## config.mk

```make
export PLATFORM = sky130hd
export DESIGN_NAME = l1_set_assoc_cache
export DESIGN_NICKNAME = d
export VERILOG_FILES = /design/src/rtl/l1_set_assoc_cache.sv
export SDC_FILE = /design/constraint.sdc
export NUM_CORES = 2
export LEC_CHECK = 0
export BUFFER_PORTS_ARGS = -buffer_cell sky130_fd_sc_hd__buf_4
export CAP_MARGIN = 20
export CORE_MARGIN = 2
export CORE_UTILIZATION = 45
export DETAILED_ROUTE_END_ITERATION = 8
export GPL_ROUTABILITY_DRIVEN = 0
export MAX_ROUTING_LAYER = met4
export PLACE_DENSITY = 0.58
export SLEW_MARGIN = 40
export SYNTH_ARGS = -nofsm -noshare
export SYNTH_HDL_FRONTEND = slang
export SYNTH_SLANG_ARGS = --single-unit
```

## constraint.sdc

```tcl
create_clock -name clk -period 18.75 [get_ports clk]
set_clock_uncertainty 0.15 [all_clocks]
set_input_delay 0.9375 -clock clk [delete_from_list [all_inputs] [get_ports clk]]
set_output_delay 0.9375 -clock clk [all_outputs]
set_load 0.02 [all_outputs]
```

## src/rtl/l1_set_assoc_cache.sv

```systemverilog
// rtl/l1_set_assoc_cache.sv - 2-way set-associative write-back L1 data cache, one word per line.
// Optional hit/miss counters enabled by L1_PERF_COUNTERS_EN.
module l1_set_assoc_cache #(
    parameter int DATA_WIDTH = 32,
    parameter int SET_WIDTH  = 5
) (
    input  logic                  clk,
    input  logic                  rst_n,
    input  logic                  load,
    input  logic                  store,
    input  logic [31:0]           address,
    input  logic [DATA_WIDTH-1:0] data_in,
    input  logic [DATA_WIDTH-1:0] mem_data,
    input  logic                  mem_ready,
    output logic                  hit,
    output logic                  miss,
    output logic                  mem_write,
    output logic                  mem_read,
    output logic [31:0]           mem_addr,
    output logic                  busy,
    output logic [DATA_WIDTH-1:0] data_out,
    output logic [DATA_WIDTH-1:0] mem_write_data
`ifdef L1_PERF_COUNTERS_EN
    ,
    output logic [31:0]           hit_count,
    output logic [31:0]           miss_count
`endif
);

    localparam int SETS  = 1 << SET_WIDTH;
    localparam int TAG_W = 32 - SET_WIDTH - 2;

    typedef enum logic [1:0] {S_IDLE, S_WRITEBACK, S_FILL} state_t;

    state_t                state_q, state_d;
    logic [1:0]            valid_q [SETS];
    logic [1:0]            valid_d [SETS];
    logic [1:0]            dirty_q [SETS];
    logic [1:0]            dirty_d [SETS];
    logic [TAG_W-1:0]      tag_q   [SETS][2];
    logic [TAG_W-1:0]      tag_d   [SETS][2];
    logic [DATA_WIDTH-1:0] data_q  [SETS][2];
    logic [DATA_WIDTH-1:0] data_d  [SETS][2];
    // lru bit holds the index of the least recently used way of the set
    logic [SETS-1:0]       lru_q, lru_d;
    logic                  victim_q, victim_d;

    logic [SET_WIDTH-1:0]  idx;
    logic [TAG_W-1:0]      req_tag;
    logic                  req;
    logic [1:0]            match;
    logic                  hit_way;
    logic                  victim_sel;
    logic                  unused_addr_bits;

    assign idx              = address[SET_WIDTH+1:2];
    assign req_tag          = address[31:SET_WIDTH+2];
    assign req              = load | store;
    assign unused_addr_bits = ^address[1:0];
    assign match[0]         = valid_q[idx][0] && (tag_q[idx][0] == req_tag);
    assign match[1]         = valid_q[idx][1] && (tag_q[idx][1] == req_tag);
    assign hit_way          = ~match[0];
    assign victim_sel       = !valid_q[idx][0] ? 1'b0 :
                              !valid_q[idx][1] ? 1'b1 : lru_q[idx];

    always_comb begin
        state_d        = state_q;
        valid_d        = valid_q;
        dirty_d        = dirty_q;
        tag_d          = tag_q;
        data_d         = data_q;
        lru_d          = lru_q;
        victim_d       = victim_q;
        hit            = 1'b0;
        miss           = 1'b0;
        mem_write      = 1'b0;
        mem_read       = 1'b0;
        mem_addr       = '0;
        busy           = 1'b0;
        data_out       = '0;
        mem_write_data = '0;
        case (state_q)
            S_IDLE: begin
                if (req) begin
                    if (|match) begin
                        hit        = 1'b1;
                        data_out   = data_q[idx][hit_way];
                        lru_d[idx] = ~hit_way;
                        if (store) begin
                            data_d[idx][hit_way]  = data_in;
                            dirty_d[idx][hit_way] = 1'b1;
                        end
                    end else begin
                        miss     = 1'b1;
                        victim_d = victim_sel;
                        state_d  = (valid_q[idx][victim_sel] && dirty_q[idx][victim_sel])
                                   ? S_WRITEBACK : S_FILL;
                    end
                end
            end
            S_WRITEBACK: begin
                busy           = 1'b1;
                mem_write      = 1'b1;
                mem_addr       = {tag_q[idx][victim_q], idx, 2'b00};
                mem_write_data = data_q[idx][victim_q];
                if (mem_ready) begin
                    dirty_d[idx][victim_q] = 1'b0;
                    state_d                = S_FILL;
                end
            end
            S_FILL: begin
                busy     = 1'b1;
                mem_read = 1'b1;
                mem_addr = {address[31:2], 2'b00};
                if (mem_ready) begin
                    valid_d[idx][victim_q] = 1'b1;
                    dirty_d[idx][victim_q] = store;
                    tag_d[idx][victim_q]   = req_tag;
                    data_d[idx][victim_q]  = store ? data_in : mem_data;
                    lru_d[idx]             = ~victim_q;
                    state_d                = S_IDLE;
                end
            end
            default: state_d = S_IDLE;
        endcase
    end

    always_ff @(posedge clk) begin
        if (!rst_n) begin
            state_q  <= S_IDLE;
            valid_q  <= '{default: '0};
            dirty_q  <= '{default: '0};
            lru_q    <= '0;
            victim_q <= 1'b0;
        end else begin
            state_q  <= state_d;
            valid_q  <= valid_d;
            dirty_q  <= dirty_d;
            lru_q    <= lru_d;
            victim_q <= victim_d;
        end
    end

    // tag and data storage are qualified by valid, so they carry no reset
    always_ff @(posedge clk) begin
        tag_q  <= tag_d;
        data_q <= data_d;
    end

`ifdef L1_PERF_COUNTERS_EN
    logic [31:0] hit_count_q, hit_count_d;
    logic [31:0] miss_count_q, miss_count_d;

    always_comb begin
        hit_count_d  = hit_count_q + {31'd0, hit};
        miss_count_d = miss_count_q + {31'd0, miss};
    end

    always_ff @(posedge clk) begin
        if (!rst_n) begin
            hit_count_q  <= '0;
            miss_count_q <= '0;
        end else begin
            hit_count_q  <= hit_count_d;
            miss_count_q <= miss_count_d;
        end
    end

    assign hit_count  = hit_count_q;
    assign miss_count = miss_count_q;
`endif

endmodule

```

==> metrics.md <==
| Metric | Value |
|---|---|
| Startpoint types | input pin |
| Clock Latency Late Sink | slightly below 1000 ps |
| Worst slack at placement | about 10000 ps |
| Post-synthesis register bit count | approximately 3800 |
| Critical Path AT | 7630 ps |
| Final WL | 625000 µm |
| Final Power | approximately 18 mW |
| RSZ-0062 raised after global routing | false |
| Syn Inst Count | between 10000 and 15000 |
| Wire per inst | ~40 µm |
| Final worst slack | 10030 ps |
| Post-CTS Setup Bufs | 0 |
| Setup-failing EPs final | 0 |
| Seq. cell area | between 100000 and 150000 µm² |
| # rows | ~220 |
| Placed insts | ~15000 |
| Final Hold Violating Endpoints | 0 |
| Outcome | finished with violations |
| Overflow after GRT | 0 |
| Peak supply drop | approximately 93 µV |
| Sequential area share after synthesis | 68.2% |
| Chip Height | ~610 µm |
| Cell variety after synth | 77 |
| Layout Cells excl Fill | around 16000 |
| Initial antenna violation count | 21 |
| Hold WS | about 200 ps |
| Drt via density | approximately 7.1 |
| Highest clock rate | approximately 0.11 GHz |
| Placed cell area | 173000 µm² |
| Synth area leaders | edfxtp_1, mux4_2, o22ai_1 |
| Hold Crit Depth | 1 |
| Type of the worst min-delay path | input pin to flip-flop |
| Pwr/cell area | 99.0 nW/µm² |
| Pins Over Slew Limit | 0 |
| Filler cells | a little over 30000 |
| CP endpoint kind | primary output |
| Post-synth EDFFs | 3648 |
| Slew headroom | approximately 37% |
| Fin crit period | ~8700 ps |
| Area grow syn2layout | 12.4% |
| Residual DRC | 2 |
| Routed Antenna Nets | 0 |
| Initial DRC count | between 15000 and 20000 |
| Tcrit/Tclk final | a little under half |
| Post_cts resized | 0 |
| Async set or reset register ratio after synthesis | 0% |
| Cells on worst reg2reg path | 14 |
| Post-route cell area | approximately 190000 µm² |
| CTS tree | done |
| Critical Path RT | roughly 18000 ps |
| Avg Cell Area, Syn | 15.2 µm² |
| H-tree Lvls | 5 |
| Synth top area share | around 66% |
| Clk sinks | between 3000 and 4000 |
| CTS clock-pin slew for the worst setup and hold paths | 60 ps |
| Clock Path Buffers | 4 |
| Static Leak | 54.5 nW |
| TritonCTS Buffers | between 300 and 400 |
| DPL Wire Length | 343000 µm |
| Footprint of the multi-input gates | slightly below 50000 µm² |
| YS warnings | 0 |
| Starting Density | 45.2% |
| Main synth FF type | edfxtp_1 |
| PortBufs | approximately 200 |
| Nets@finish | between 10000 and 15000 |
| Number of global-route vias before repair | between 100k and 150k |
| Largest net degree at the start of global routing | approximately 130 |
| Sum of negative setup slack | 0 ps |
| Maxcap violations | 0 |
| Die area | approximately 370000 µm² |
| Core Area | ~370000 µm² |
| WS Path Type | input pin to primary output |
| Total global-route track usage | between 30 and 40% |
| Clock root cell | clkbuf_16 |
| First-pass GRT wire length | around 850000 µm |
| Failing checks | DRC |
| Max Fanout on Critical Path | 95 |
| DR pass1 iterations | 9 |
| Die X | roughly 600 µm |
| Synthesized cell area | about 170000 µm² |
| Slew @ Worst Pin | between 900 and 1000 ps |
| Area leader, netlist | edfxtp_1 |
| Layout cell share with drive strength beyond 1 | about a fifth |
| Post-CTS Hold Fix Bufs | 0 |
| Total I/O pin count | around 200 |
| Layout Utilization | ~51% |
| Routed vias | ~110k |
## registers in the layout, indices dropped and copies added, names as in the netlist
name	cells
valid_q	64
state_q	2
data_q	2048
victim_q	1
tag_q	1600
lru_q	32
dirty_q	64
## placed cells by master (no fill, tap or decap), types with 43 or more instances in the layout
master / count
nor2_4: 65
clkinv_2: 68
o22ai_1: 1860
o21ai_0: 48
nand3_1: 63
buf_4: 615
clkinv_1: 92
nand2_1: 201
a31oi_1: 75
mux2i_1: 832
clkbuf_1: 87
clkbuf_16: 405
a21oi_1: 67
mux4_2: 552
nor2_1: 871
nand4_1: 51
nand2b_2: 43
a21o_1: 52
edfxtp_1: 3648
nor4_1: 80
a22oi_1: 275
dfxtp_1: 162
## per-layer routing
layer,vias to the layer above,wire length [µm],track usage [%]
met3,2129,78000,8.30
li1,43768,-,-
met5,-,0,-
met1,57185,215000,40.8
met4,0,47300,20.3
met2,8947,285000,51.1
## synthesized netlist by cell type (41+ instances only)
library cell,n
a21o_1,52
nor2_1,941
dfxtp_1,163
o22ai_1,1860
mux4_2,552
a211oi_1,46
inv_1,41
a21oi_1,68
nand3_1,63
buf_2,316
nand2_1,247
a22oi_1,275
nor4_1,97
edfxtp_1,3648
buf_4,51
nand4_1,51
o21ai_0,48
a31oi_1,75
clkbuf_1,824
mux2i_1,864
buf_1,66
nand2b_1,73
## cell type report
cell class / count / area share (%)
flip-flops and latches: 3811 / 60.7
clock inverters: 208 / 0.947
multi-input cells: 5773 / 26.4
clock buffers: 501 / 5.68
inverters: 42 / 0.0854
repair buffers: 669 / 2.92
diodes: 19 / 0.0256
well taps: 4816 / 3.24
## cells by family (layout without fill, tap and decap cells)
kind of cell / Yosys count / in the layout / synth area share [%]
xor+xnor: 6 / 6 / 0.0318
fa+ha+maj: 4 / 4 / 0.0302
mux: 1416 / 1416 / 12.7
other cells: 1 / 21 / 0.00227
buf+inv: 1331 / 1420 / 3.52
flops: 3811 / 3811 / 68.2
compound gates: 2696 / 2696 / 10.9
simple gates: 1649 / 1649 / 4.56
## worst max-delay path, stage by stage
cell      delay (ps)
buf_16           360
buf_4            790
buf_6            590
mux2i_1          260
o22ai_1          110
or4_1            600
o21ai_0          560
nand4_1          250
nor4_2           410
nand4_4          460
nand2_2          160
buf_4            530
nand2b_4         510
a211oi_1         550
buf_4            230
## final timing paths
check / from / endpoint / slack [ps]
setup / recovery: address[2] / data_out[9] / 10030
setup reg to reg: tag_q[37]$_DFFE_PP_ / data_q[116]$_DFFE_PP_ / 12240
hold reg to reg: lru_q[30]$_SDFFE_PN0P_ / lru_q[30]$_SDFFE_PN0P_ / 310
hold / removal: address[9] / tag_q[727]$_DFFE_PP_ / 200
## report_power, final
group          leakage (nW)  switching [mW]  internal (mW)
Combinational          18.0            1.08          0.371
Sequential             30.5          0.0180           9.29
Clock                  6.03            3.33           4.33
Total                  54.5            4.43           14.0
(Power assumes the default switching activity.)
